**src/rtl/uart_pkg.sv**
```systemverilog
// Shared UART constants and the autobaud controller state encoding.
package uart_pkg;

   localparam int DVSR_W = 11;
   localparam int CNT_W  = 18;

   typedef enum logic [2:0] {
      ST_IDLE       = 3'd0,
      ST_GUARD      = 3'd1,
      ST_WAIT_START = 3'd2,
      ST_MEASURE    = 3'd3,
      ST_CALC       = 3'd4
   } autobaud_state_t;

endpackage

```
**src/rtl/rx_sync_edge.sv**
```systemverilog
// Two-flop synchronizer for the raw RX pin plus a registered falling-edge pulse.
// The flops reset to the idle-high line level so reset release never fakes a fall.
module rx_sync_edge (
   input  logic clk,
   input  logic rst,
   input  logic rx,
   output logic rx_sync,
   output logic fall
);

   logic meta_r;
   logic sync_r;
   logic sync_d_r;
   logic fall_r;

   // Synchronize rx and flag a 1->0 transition of the synchronized level.
   always_ff @(posedge clk or posedge rst) begin
      if (rst) begin
         meta_r   <= 1'b1;
         sync_r   <= 1'b1;
         sync_d_r <= 1'b1;
         fall_r   <= 1'b0;
      end else begin
         meta_r   <= rx;
         sync_r   <= meta_r;
         sync_d_r <= sync_r;
         fall_r   <= sync_d_r & ~sync_r;
      end
   end

   assign rx_sync = sync_r;
   assign fall    = fall_r;

endmodule

```
**src/rtl/uart_autobaud_ctrl.sv**
```systemverilog
// Owns the baud tick divisor: measures a 0x55 sync character, range-checks the
// resulting divisor and drives it; a host write can load the divisor directly.
module uart_autobaud_ctrl #(
   parameter int DVSR_W       = uart_pkg::DVSR_W,
   parameter int CNT_W        = uart_pkg::CNT_W,
   parameter int DEFAULT_DVSR = 650,
   parameter int MIN_DVSR     = 3,
   parameter int GUARD_CYC    = 1024
) (
   input  logic              clk,
   input  logic              rst,
   input  logic              rx,
   input  logic              start_auto,
   input  logic              cpu_wr,
   input  logic [DVSR_W-1:0] cpu_dvsr,
   output logic [DVSR_W-1:0] dvsr,
   output logic              busy,
   output logic              locked,
   output logic              err
);

   import uart_pkg::*;

   localparam int                GCNT_W     = $clog2(GUARD_CYC + 1);
   localparam logic [GCNT_W-1:0] GUARD_LAST = GCNT_W'(GUARD_CYC - 1);
   localparam logic [CNT_W-1:0]  CNT_MAX    = {CNT_W{1'b1}};
   localparam logic [CNT_W:0]    Q_MIN      = (CNT_W+1)'(MIN_DVSR + 1);
   localparam logic [CNT_W:0]    Q_MAX      = (CNT_W+1)'(2**DVSR_W);
   localparam logic [DVSR_W-1:0] DVSR_RST   = DVSR_W'(DEFAULT_DVSR);

   autobaud_state_t   state_r;
   logic [GCNT_W-1:0] guard_cnt_r;
   logic [CNT_W-1:0]  cnt_r;
   logic [CNT_W-1:0]  last_r;
   logic [CNT_W-1:0]  t1_r;
   logic [CNT_W-1:0]  total_r;
   logic [1:0]        edge_idx_r;
   logic [DVSR_W-1:0] dvsr_r;
   logic              busy_r;
   logic              locked_r;
   logic              err_r;

   logic              rx_sync_s;
   logic              fall_s;
   logic [CNT_W-1:0]  cnt_inc_s;
   logic [CNT_W-1:0]  intv_s;
   logic [CNT_W-1:0]  lo_s;
   logic [CNT_W:0]    hi_s;
   logic              in_win_s;
   logic              timeout_s;
   logic [CNT_W:0]    q_s;
   logic              q_ok_s;
   logic [DVSR_W-1:0] dvsr_calc_s;

   rx_sync_edge u_rx_sync_edge (
      .clk     (clk),
      .rst     (rst),
      .rx      (rx),
      .rx_sync (rx_sync_s),
      .fall    (fall_s)
   );

   // Interval since the previous fall, +/-25% window around T1, rounded quotient.
   always_comb begin
      cnt_inc_s   = cnt_r + CNT_W'(1'b1);
      intv_s      = cnt_inc_s - last_r;
      lo_s        = t1_r - (t1_r >> 2'd2);
      hi_s        = {1'b0, t1_r} + {3'b000, t1_r[CNT_W-1:2]};
      in_win_s    = (intv_s >= lo_s) && ({1'b0, intv_s} <= hi_s);
      timeout_s   = (cnt_inc_s == CNT_MAX);
      q_s         = ({1'b0, total_r} + (CNT_W+1)'(7'd64)) >> 3'd7;
      q_ok_s      = (q_s >= Q_MIN) && (q_s <= Q_MAX);
      dvsr_calc_s = q_s[DVSR_W-1:0] - DVSR_W'(1'b1);
   end

   // Measurement FSM with registered divisor and status outputs.
   always_ff @(posedge clk or posedge rst) begin
      if (rst) begin
         state_r     <= ST_IDLE;
         guard_cnt_r <= '0;
         cnt_r       <= '0;
         last_r      <= '0;
         t1_r        <= '0;
         total_r     <= '0;
         edge_idx_r  <= 2'd0;
         dvsr_r      <= DVSR_RST;
         busy_r      <= 1'b0;
         locked_r    <= 1'b0;
         err_r       <= 1'b0;
      end else if (cpu_wr) begin
         dvsr_r   <= cpu_dvsr;
         state_r  <= ST_IDLE;
         busy_r   <= 1'b0;
         locked_r <= 1'b0;
         err_r    <= 1'b0;
      end else begin
         case (state_r)
            ST_IDLE: begin
               if (start_auto) begin
                  state_r     <= ST_GUARD;
                  busy_r      <= 1'b1;
                  locked_r    <= 1'b0;
                  err_r       <= 1'b0;
                  guard_cnt_r <= '0;
                  cnt_r       <= '0;
               end
            end
            // cnt already runs here so a line stuck low still times out.
            ST_GUARD: begin
               cnt_r <= cnt_inc_s;
               if (timeout_s) begin
                  err_r   <= 1'b1;
                  busy_r  <= 1'b0;
                  state_r <= ST_IDLE;
               end else if (!rx_sync_s) begin
                  guard_cnt_r <= '0;
               end else if (guard_cnt_r == GUARD_LAST) begin
                  state_r <= ST_WAIT_START;
               end else begin
                  guard_cnt_r <= guard_cnt_r + GCNT_W'(1'b1);
               end
            end
            ST_WAIT_START: begin
               if (fall_s) begin
                  cnt_r      <= '0;
                  last_r     <= '0;
                  edge_idx_r <= 2'd0;
                  state_r    <= ST_MEASURE;
               end else if (timeout_s) begin
                  err_r   <= 1'b1;
                  busy_r  <= 1'b0;
                  state_r <= ST_IDLE;
               end else begin
                  cnt_r <= cnt_inc_s;
               end
            end
            ST_MEASURE: begin
               if (fall_s) begin
                  if ((edge_idx_r != 2'd0) && !in_win_s) begin
                     err_r   <= 1'b1;
                     busy_r  <= 1'b0;
                     state_r <= ST_IDLE;
                  end else if (edge_idx_r == 2'd3) begin
                     total_r <= cnt_inc_s;
                     state_r <= ST_CALC;
                  end else begin
                     if (edge_idx_r == 2'd0) begin
                        t1_r <= cnt_inc_s;
                     end
                     last_r     <= cnt_inc_s;
                     cnt_r      <= cnt_inc_s;
                     edge_idx_r <= edge_idx_r + 2'd1;
                  end
               end else if (timeout_s) begin
                  err_r   <= 1'b1;
                  busy_r  <= 1'b0;
                  state_r <= ST_IDLE;
               end else begin
                  cnt_r <= cnt_inc_s;
               end
            end
            ST_CALC: begin
               if (q_ok_s) begin
                  dvsr_r   <= dvsr_calc_s;
                  locked_r <= 1'b1;
               end else begin
                  err_r <= 1'b1;
               end
               busy_r  <= 1'b0;
               state_r <= ST_IDLE;
            end
            default: begin
               busy_r  <= 1'b0;
               state_r <= ST_IDLE;
            end
         endcase
      end
   end

   assign dvsr   = dvsr_r;
   assign busy   = busy_r;
   assign locked = locked_r;
   assign err    = err_r;

endmodule

```
**config.mk**
```make
export PLATFORM = sky130hd
export DESIGN_NAME = uart_autobaud_ctrl
export DESIGN_NICKNAME = d
export VERILOG_FILES = /design/src/rtl/uart_pkg.sv /design/src/rtl/rx_sync_edge.sv /design/src/rtl/uart_autobaud_ctrl.sv
export SDC_FILE = /design/constraint.sdc
export NUM_CORES = 1
export LEC_CHECK = 0
export ABC_CLOCK_PERIOD_IN_PS = 9700
export BUFFER_PORTS_ARGS = -buffer_cell sky130_fd_sc_hd__buf_2
export CAP_MARGIN = 20
export CORE_MARGIN = 4
export CORE_UTILIZATION = 48
export DETAILED_ROUTE_END_ITERATION = 12
export GPL_ROUTABILITY_DRIVEN = 0
export PLACE_DENSITY = 0.69
export SYNTH_ARGS = -nofsm -noshare
export SYNTH_HDL_FRONTEND = slang
export SYNTH_HIERARCHICAL = 1
export SYNTH_SLANG_ARGS = --single-unit
export TNS_END_PERCENT = 10
```
**constraint.sdc**
```tcl
create_clock -name clk -period 9.7 [get_ports clk]
set_input_delay 0.485 -clock clk [delete_from_list [all_inputs] [get_ports clk]]
set_output_delay 0.485 -clock clk [all_outputs]
set_load 0.05 [all_outputs]
```
==> flow_metrics.env, run 1 <==
export IMPL_die_w_microns=141
export IMPL_ys_seq_elements=100
export IMPL_switching_share=0.374
export IMPL_initial_core_util=0.492
export IMPL_cp_start_kind="flip-flop"
export IMPL_fin_nets=1112
export IMPL_multi_input_area_sq_mm=0.00552
export IMPL_cts_resized=0
export IMPL_avgViaCountPerCell=5.72
export IMPL_antenna_found_initial=0
export IMPL_dp_hpwl_microns=15400
export IMPL_clock_sinks=100
export IMPL_numPlacedInstances=1216
export IMPL_crit_start="cnt_r[2]"
export IMPL_cts_root_buffer="clkbuf_16"
export IMPL_cts_tree="yes"
export IMPL_drt_iter0_drc=416
export IMPL_clk_latency_ns=0.36
export IMPL_cts_buffers=9
export IMPL_cellInternalPower_uw=859
export IMPL_p_sw_uw=513
export IMPL_rows=48
export IMPL_pwr_share_comb=0.390
export IMPL_drv_slew=0
export IMPL_worstMarginPinSlew_ns=0.963
export IMPL_skew_ns=0.0124
export IMPL_p_leak_uw=0.00422
export IMPL_cts_setup_buffers=0
export IMPL_rsz0062_at_grt="false"
export IMPL_syn_avg_cell_area_sq_um=8.62
export IMPL_dieArea_sq_mm=0.0200
export IMPL_first_global_vias=6700
export IMPL_synth_edf_count=0
export IMPL_slew_headroom=0.358
export IMPL_track_usage=0.203
export IMPL_routed_wl_microns=19900
export IMPL_ys_flop_type="dfrtp_1"
export IMPL_drc=0
export IMPL_htree_levels=3
export IMPL_postCtsHoldBufs=0
export IMPL_routedWlPerCell_microns=16.1
export IMPL_irDropWorstVdd_v=0.0000811
export IMPL_synth_cells=992
export IMPL_syn2layout_area_growth_pct=7.26
export IMPL_endpoint="cnt_r[5]"
export IMPL_cts_buffer_depth=2
export IMPL_netlist_area_sq_mm=0.00855
export IMPL_syn_num_nets=1102
export IMPL_crit_required_ns=9.94
export IMPL_drive_above_1_share=0.100
export IMPL_pwr_share_seq=0.333
export IMPL_hold_class="primary input to async pin"
export IMPL_p_per_area_mw_per_mm2=150
export IMPL_finalCritPeriodShare=0.750
export IMPL_postSynth_asyncResetShare=1.00
export IMPL_setup_viol=0
export IMPL_maxCapViolCount=0
export IMPL_ant_nets=0
export IMPL_slowest_stage="and2_1"
export IMPL_cp_slowest_stage_delay_ns=0.71
export IMPL_clkPwrFrac=0.277
export IMPL_worstPathArrival_ns=7.51
export IMPL_finalSetupTns_ns=0
export IMPL_instances_no_fill=1232
export IMPL_num_fill_cells=1616
export IMPL_status="complete, no violations"
export IMPL_vias=7046
export IMPL_io_pins=30
export IMPL_reg2reg_setup_slack_ns=2.43
export IMPL_r2r_end="cnt_r[5]"
export IMPL_cpMostUsedCell="a21oi_1"
export IMPL_final_core_util=0.528
export IMPL_grt_pass1_wl_microns=33400
export IMPL_yosys_warnings=6
export IMPL_hold_viol_final=0
export IMPL_seq_area_frac_synth=0.294
export IMPL_chipHeight_microns=141
export IMPL_diodes=0
export IMPL_clk_pin_slew_worst_paths_ns=0.07
export IMPL_r2r_cells=25
export IMPL_coreArea_sq_mm=0.0174
export IMPL_period_needed_ns=7.27
export IMPL_overflow=0
export IMPL_final_seq_area_sq_mm=0.00251
export IMPL_fmax_mhz=138
export IMPL_ys_types=80
export IMPL_crit_type="flip-flop to flip-flop"
export IMPL_endpoint_kind="flip-flop"
export IMPL_grt_max_degree=76
export IMPL_firstDrtPassIters=4
export IMPL_r2r_start="cnt_r[2]"
export IMPL_critical_path_max_fanout=14
export IMPL_port_buffers=29
==> metrics by stage <==
stage	instance area, sq um	power [uW]	hold WS [ns]	setup WS [ns]
6_report	9170	1370	0.0300	2.43
5_1_grt	9170	1460	0.0404	1.71
4_1_cts	9170	1380	0.0227	2.43
3_5_place_dp	8860	993	0.348	2.47
3_3_place_gp	8860	982	0.347	2.80
2_1_floorplan	8550	873	0.249	3.79
==> power by group through the flow <==
stage / clock [uW] / combinational [uW] / sequential (uW)
CTS: 387 / 532 / 456
finish: 380 / 535 / 456
floorplan: 0 / 395 / 477
global placement: 0 / 519 / 464
global route: 402 / 597 / 460
detailed placement: 0 / 529 / 464
==> how the worst min path moves through the flow <==
| stage | startpoint | end | slack (ns) | depth (start not counted) |
|---|---|---|---|---|
| finish | rst | u_rx_sync_edge/fall | 0.03 | 2 |
| global route | rst | u_rx_sync_edge/fall | 0.04 | 2 |
| CTS | rst | u_rx_sync_edge/fall | 0.02 | 2 |
| detailed placement | u_rx_sync_edge/meta_r | u_rx_sync_edge/rx_sync | 0.35 | 0 |
| global placement | u_rx_sync_edge/meta_r | u_rx_sync_edge/rx_sync | 0.35 | 0 |
| floorplan | rst | u_rx_sync_edge/fall | 0.25 | 1 |
==> area by class of cell <==
type	instances	share of cell area
tap	225	0.0307
sequential	100	0.274
timing repair buffer	37	0.0224
multi-input combinational	763	0.602
clock inverter	7	0.00901
clock buffer	9	0.0246
inverter	91	0.0375
==> worst max-delay path, delay by kind of cell, from the launching register on <==
family,cells,cell delay [ns]
mux,2,0.49
xor+xnor,2,0.42
buf+inv,1,0.15
compound gates,12,3.30
simple gates,6,1.67
flops,1,0.45
fa+ha+maj,2,0.66
==> cell usage after synthesis (3+ instances only) <==
cell type	n	area, sq um
a211oi_1	8	60.1
o311ai_0	6	52.6
nor4_1	7	43.8
and2_1	9	56.3
buf_2	7	35.0
mux2i_1	11	110
xor2_1	18	158
o21bai_1	8	60.1
nand2b_1	17	106
or4_1	4	30.0
dfstp_2	7	184
nand3_1	26	130
o21a_1	7	52.6
nand3b_1	7	52.6
mux2_2	11	124
nor3_1	18	90.1
o31ai_1	8	60.1
or2_2	5	31.3
fa_1	3	60.1
and3_1	12	75.1
a2111oi_0	5	43.8
nand4_1	14	87.6
o2bb2ai_1	19	166
or3_1	7	43.8
nand2_1	64	240
inv_1	89	334
mux2_4	8	120
mux2_1	7	78.8
a21boi_0	3	22.5
and4_1	3	26.3
o21ai_0	57	285
dfrtp_1	93	2330
a21o_1	13	97.6
xnor2_1	58	508
ha_1	91	1140
a31oi_1	14	87.6
a21oi_1	69	345
nor2b_1	13	81.3
clkbuf_1	27	101
a211o_1	3	26.3
nor2_1	82	308
o211ai_1	9	67.6
==> registers in the layout (all words and copies together) (netlist names), 2 cells and up <==
register     flops
cnt_r           18
total_r         12
t1_r            18
state_r          3
guard_cnt_r     11
last_r          18
dvsr            11
edge_idx_r       2
==> logic make-up (layout without fill, tap and decap cells) <==
family,count (synthesis),count (layout),synth area share
and+or+nand+nor,295,295,0.173
AOI/OAI and AO/OA,260,260,0.202
buffers and inverters,129,144,0.0613
DFF,100,100,0.294
adders and majority gates,95,95,0.142
xor gates and xnor gates,76,76,0.0779
muxes,37,37,0.0507
==> routing by layer <==
metal | vias up | GRT usage | share of wire
met4 | 0 | 0.0652 | 0.025
met5 | - | 0 | 0
met1 | 3359 | 0.292 | 0.50
met3 | 29 | 0.0256 | 0.028
met2 | 105 | 0.319 | 0.45
li1 | 3553 | - | -
==> cells in the final DEF (no fill, tap or decap), drive strengths merged, types with 37 or more instances in the layout <==
| cell | Yosys | routed |
|---|---|---|
| inv | 91 | 94 |
| dfrtp | 93 | 93 |
| ha | 91 | 91 |
| nor2 | 82 | 82 |
| a21oi | 70 | 70 |
| nand2 | 64 | 64 |
| o21ai | 60 | 60 |
| xnor2 | 58 | 58 |
| buf | 11 | 37 |
Power figures use the tool's default switching activity.
==> run 2: changes to the inputs <==
Settings changed: ABC_AREA from default to 1, ABC_CLOCK_PERIOD_IN_PS 9700 to 6100, PLACE_DENSITY 0.69 to 0.72.
Clock period 9.7 ns to 6.1 ns, I/O delays scaled along.
==> flow_metrics.env, run 2 <==
export IMPL_syn_num_nets=1401
export IMPL_setup_ws_ns=0.539
export IMPL_ys_types=55
export IMPL_dieArea_sq_mm=0.0213
export IMPL_p_sw_uw=1420
export IMPL_synth_edf_count=0
export IMPL_die_w_microns=146
export IMPL_cellInternalPower_uw=1630
export IMPL_clock_sinks=100
export IMPL_holdWs_ns=0.0494
export IMPL_maxCapViolCount=0
export IMPL_syn_avg_cell_area_sq_um=7.06
export IMPL_p_per_area_mw_per_mm2=313
export IMPL_dp_hpwl_microns=18300
export IMPL_clkPwrFrac=0.178
export IMPL_cp_start_kind="flip-flop"
export IMPL_p_leak_uw=0.00488
export IMPL_synth_cells=1291
export IMPL_cpMostUsedCell="nand2_1"
export IMPL_r2r_cells=31
export IMPL_largestRegisters="cnt_r x18, last_r x18, t1_r x18"
export IMPL_r2r_start="cnt_r[0]"
export IMPL_pwr_share_comb=0.577
export IMPL_num_fill_cells=1816
export IMPL_worstPathArrival_ns=5.84
export IMPL_ys_flop_type="dfrtp_1"
export IMPL_syn2layout_area_growth_pct=6.78
export IMPL_finalCritPeriodShare=0.912
export IMPL_avgViaCountPerCell=5.55
export IMPL_multi_input_area_sq_mm=0.00576
export IMPL_drive_above_1_share=0.0899
export IMPL_hp_start="rx"
export IMPL_final_seq_area_sq_mm=0.00251
export IMPL_cts_buffer_depth=2
export IMPL_postSynth_asyncResetShare=1.00
export IMPL_drv_slew=0
export IMPL_netlist_area_sq_mm=0.00912
export IMPL_routed_wl_microns=24000
export IMPL_hold_viol_final=0
export IMPL_chipHeight_microns=146
export IMPL_pwr_share_seq=0.246
export IMPL_yosys_warnings=6
export IMPL_initial_core_util=0.488
export IMPL_setup_viol=0
export IMPL_coreArea_sq_mm=0.0187
export IMPL_cp_slowest_stage_delay_ns=0.57
export IMPL_fmax_mhz=180
export IMPL_diodes=0
export IMPL_overflow=0
export IMPL_seq_area_frac_synth=0.275
export IMPL_vias=8578
export IMPL_ant_nets=0
export IMPL_post_synth_top_count_cell="nand2_1"
export IMPL_rows=50
export IMPL_clk_pin_slew_worst_paths_ns=0.07
export IMPL_status="complete, no violations"
export IMPL_critical_path_max_fanout=20
export IMPL_antenna_found_initial=0
export IMPL_drt_iter0_drc=720
export IMPL_skew_ns=0.0101
export IMPL_period_needed_ns=5.56
export IMPL_rsz0062_at_grt="false"
export IMPL_final_cell_mix="314 x nand2_1, 167 x inv_1, 108 x nor2_1"
export IMPL_pre_cts_slack_ns=0.636
export IMPL_min_to="u_rx_sync_edge/meta_r"
export IMPL_track_usage=0.223
export IMPL_io_pins=30
export IMPL_slew_headroom=0.482
export IMPL_reg2reg_setup_slack_ns=0.54
export IMPL_finalSetupTns_ns=0
export IMPL_fin_nets=1417
export IMPL_worstMarginPinSlew_ns=0.774
export IMPL_htree_levels=3
export IMPL_grt_max_degree=53
export IMPL_ys_seq_elements=100
export IMPL_grt_pass1_wl_microns=39900
export IMPL_synthTopCellsByCount="314 x nand2_1, 168 x inv_1, 108 x nor2_1"
export IMPL_cts_tree="yes"
export IMPL_final_common_cell="nand2_1"
export IMPL_synth_largest_area_cell="dfrtp_1"
export IMPL_synth_top_area_share=0.255
export IMPL_routedWlPerCell_microns=15.5
export IMPL_crit_required_ns=6.38
export IMPL_cts_setup_buffers=0
export IMPL_r2r_end="last_r[3]"
export IMPL_port_buffers=29
export IMPL_cts_root_buffer="clkbuf_16"
export IMPL_firstDrtPassIters=5
export IMPL_crit_type="flip-flop to flip-flop"
export IMPL_cts_buffers=9
export IMPL_hold_class="primary input to flip-flop"
export IMPL_design_area_sq_mm=0.00974
export IMPL_switching_share=0.466
export IMPL_holdPathStages=1
export IMPL_first_global_vias=8252
export IMPL_yosys_top_cells_area="dfrtp_1 26%, nand2_1 13%, ha_1 12%, inv_1 6.9%, nand3_1 5.8%"
export IMPL_slowest_stage="dfrtp_1"
export IMPL_drc=0
export IMPL_clk_latency_ns=0.35
export IMPL_placed_cell_area_sq_mm=0.00943
export IMPL_endpoint_kind="flip-flop"
export IMPL_irDropWorstVdd_v=0.000220
run 2: metal layers:
metal  part of all wire  track usage  vias up
li1                   -            -     4277
met1               0.46        0.308     3972
met2               0.47        0.368      273
met3              0.053       0.0277       56
met4              0.024       0.0646        0
met5                  0            0        -
run 2: worst max-delay path by stage:
stage,depth (start not counted),startpoint,to,slack (ns)
2_1_floorplan,32,cnt_r[1],cnt_r[1],1.80
3_3_place_gp,29,cnt_r[0],t1_r[16],0.78
3_5_place_dp,30,cnt_r[0],t1_r[3],0.64
4_1_cts,30,cnt_r[0],t1_r[15],0.60
5_1_grt,30,cnt_r[0],last_r[8],0.004
6_report,31,cnt_r[0],last_r[3],0.54
run 2: critical path: cells and delay by family, from the launching register on:
family	cells	cell delay [ns]
adders and majority gates	3	0.97
and+or+nand+nor	20	2.70
DFF	1	0.57
AOI/OAI and AO/OA	4	0.73
buffers and inverters	3	0.31
xor gates and xnor gates	1	0.26
run 2: cells by family after synthesis:
logic type                 share of synthesized area
adders and majority gates                      0.131
DFF                                            0.275
xor gates and xnor gates                      0.0672
buffers and inverters                         0.0963
AOI/OAI and AO/OA                              0.131
and+or+nand+nor                                0.298
run 2: cell type report:
class / instances / area share
multi-input combinational: 980 / 0.592
sequential: 100 / 0.258
inverter: 176 / 0.0681
tap: 234 / 0.0301
timing repair buffer: 40 / 0.0236
clock buffer: 10 / 0.0235
clock inverter: 6 / 0.00514
run 2: power by group through the flow:
| stage | Combinational (uW) | Clock, uW | Sequential [uW] |
|---|---|---|---|
| after floorplan | 1340 | 0 | 772 |
| after global routing | 2060 | 575 | 757 |
| after CTS | 1760 | 552 | 748 |
| after detailed placement | 1750 | 0 | 761 |
| final | 1760 | 542 | 749 |
| after global placement | 1730 | 0 | 761 |
run 2: timing repair:
item | 4_1_cts | 5_1_grt
hold endpoints to repair | 1 | 0
endpoints found under the setup margin | 0 | 8
hold buffers | 1 | 0
resized for setup | 0 | 1
run 2: per-stage QoR:
step / power, uW / instances / utilization
floorplan: 2110 / 1291 / -
global placement: 2490 / 1528 / 0.504
detailed placement: 2510 / 1528 / 0.504
CTS: 3060 / 1545 / 0.519
global route: 3390 / 1546 / 0.521
finish: 3050 / 1546 / 0.521
==> run 3: changes to the inputs <==
Settings changed: ABC_CLOCK_PERIOD_IN_PS 6100 to 6950, CORE_MARGIN 4 to 10, PLACE_DENSITY 0.72 to 0.69, SLEW_MARGIN from default to 10.
Clock period 6.1 ns to 6.95 ns, I/O delays scaled along.
==> flow_metrics.env, run 3 (synthesized netlist as in run 2, its figures left out) <==
export IMPL_status="complete, no violations"
export IMPL_cpMostUsedCell="nand2_1"
export IMPL_syn2layout_area_growth_pct=6.91
export IMPL_firstDrtPassIters=5
export IMPL_ant_nets=0
export IMPL_numPlacedInstances=1525
export IMPL_crit_type="flip-flop to flip-flop"
export IMPL_hold_class="primary input to flip-flop"
export IMPL_cts_root_buffer="clkbuf_16"
export IMPL_worstMarginPinSlew_ns=0.884
export IMPL_rsz0062_at_grt="false"
export IMPL_hold_viol_final=0
export IMPL_routedWlPerCell_microns=15.4
export IMPL_die_w_microns=158
export IMPL_chipHeight_microns=158
export IMPL_period_needed_ns=5.73
export IMPL_p_leak_uw=0.00490
export IMPL_dp_hpwl_microns=18500
export IMPL_initial_core_util=0.488
export IMPL_vias=8394
export IMPL_worstPathArrival_ns=5.98
export IMPL_cts_buffer_depth=2
export IMPL_cts_tree="yes"
export IMPL_antenna_found_initial=0
export IMPL_diodes=0
export IMPL_cellInternalPower_uw=1500
export IMPL_track_usage=0.198
export IMPL_pwr_share_seq=0.238
export IMPL_routed_wl_microns=23800
export IMPL_dieArea_sq_mm=0.0249
export IMPL_cts_setup_buffers=0
export IMPL_final_common_cell="nand2_1"
export IMPL_overflow=0
export IMPL_cp_slowest_stage_delay_ns=0.68
export IMPL_p_per_area_mw_per_mm2=284
export IMPL_rows=50
export IMPL_clk_pin_slew_worst_paths_ns=0.08
export IMPL_largestRegisters="cnt_r x18, last_r x18, t1_r x18"
export IMPL_fmax_mhz=174
export IMPL_cts_buffers=9
export IMPL_p_sw_uw=1270
export IMPL_clkPwrFrac=0.205
export IMPL_clock_sinks=100
export IMPL_endpoint_kind="flip-flop"
export IMPL_irDropWorstVdd_v=0.000154
export IMPL_finalCritPeriodShare=0.825
export IMPL_setup_viol=0
export IMPL_drc=0
export IMPL_drive_above_1_share=0.0879
export IMPL_htree_levels=3
export IMPL_grt_pass1_wl_microns=40600
export IMPL_critical_path_max_fanout=20
export IMPL_coreArea_sq_mm=0.0187
export IMPL_grt_max_degree=62
export IMPL_switching_share=0.459
export IMPL_clk_latency_ns=0.36
export IMPL_instances_no_fill=1542
export IMPL_first_global_vias=8242
export IMPL_cp_start_kind="flip-flop"
export IMPL_skew_ns=0.00813
export IMPL_drt_iter0_drc=619
export IMPL_maxCapViolCount=0
export IMPL_slowest_stage="nand4_1"
export IMPL_slew_headroom=0.409
export IMPL_port_buffers=29
export IMPL_final_cell_mix="314 x nand2_1, 167 x inv_1, 108 x nor2_1"
export IMPL_cts_resized=0
export IMPL_crit_required_ns=7.19
export IMPL_pwr_share_comb=0.557
export IMPL_avgViaCountPerCell=5.44
export IMPL_finalSetupTns_ns=0
export IMPL_drv_slew=0
export IMPL_fin_nets=1413
export IMPL_io_pins=30
-- run 3: cell count changes in the layout (fill, tap and decap cells not counted) --
| cell | delta |
|---|---|
| buf_4 | -3 |
| bufinv_16 | +2 |
| clkbuf_1 | -1 |
| clkinv_4 | -2 |
| clkinv_8 | +1 |
| clkinvlp_4 | -1 |
| inv_6 | +1 |
| nand4_4 | -1 |
-- run 3: cell type report --
class | count | area (sq um)
timing repair buffer | 37 | 208
multi-input combinational | 979 | 5740
sequential | 100 | 2510
clock inverter | 7 | 110
fill | 1802 | 8950
inverter | 176 | 663
tap | 234 | 293
clock buffer | 9 | 225
-- run 3: critical path: cells and delay by family (launching register included) --
family,cells,cell delay [ns]
xor gates and xnor gates,1,0.25
adders and majority gates,3,0.87
AOI/OAI and AO/OA,2,0.35
and+or+nand+nor,20,3.17
DFF,1,0.63
buffers and inverters,4,0.35
-- run 3: path summary, 6_finish.rpt --
path / end / cells after the start / slack, ns / startpoint
setup reg to reg: edge_idx_r[0] / 30 / 1.22 / cnt_r[0]
hold / removal: u_rx_sync_edge/meta_r / 1 / 0.08 / rx
hold reg to reg: u_rx_sync_edge/rx_sync / 0 / 0.36 / u_rx_sync_edge/meta_r
setup / recovery: edge_idx_r[0] / 30 / 1.22 / cnt_r[0]
max in group asynchronous: dvsr[6] / 4 / 5.20 / rst
min in group asynchronous: u_rx_sync_edge/fall / 3 / 0.44 / rst
-- run 3: per-stage QoR --
| step | total power [uW] | instance area, sq um | setup slack [ns] | util | hold slack [ns] |
|---|---|---|---|---|---|
| finish | 2770 | 9750 | 1.22 | 0.521 | 0.0816 |
| global route | 3060 | 9750 | 0.622 | 0.521 | 0.0703 |
| CTS | 2780 | 9750 | 1.29 | 0.521 | 0.0724 |
| detailed placement | 2200 | 9410 | 1.32 | 0.503 | 0.270 |
| global placement | 2180 | 9410 | 1.46 | 0.503 | 0.269 |
| floorplan | 1860 | 9120 | 2.65 | - | 0.111 |
-- run 3: power groups by stage --
| stage | combinational (uW) | sequential, uW | clock (uW) |
|---|---|---|---|
| floorplan | 1180 | 678 | 0 |
| global placement | 1510 | 669 | 0 |
| detailed placement | 1530 | 671 | 0 |
| CTS | 1540 | 660 | 581 |
| global route | 1790 | 665 | 604 |
| finish | 1540 | 661 | 567 |
-- run 3: routing by layer --
layer  global-route usage  vias to the layer above  share of wire
met3               0.0299                       47          0.041
met5                    0                        -              0
met4               0.0552                        0          0.018
li1                     -                     4262              -
met1                0.273                     3887           0.48
met2                0.313                      198           0.46
-- run 3: repair_timing --
action	CTS	global route
setup endpoints to repair	0	0
hold endpoints to repair	1	0
hold buffers	1	0
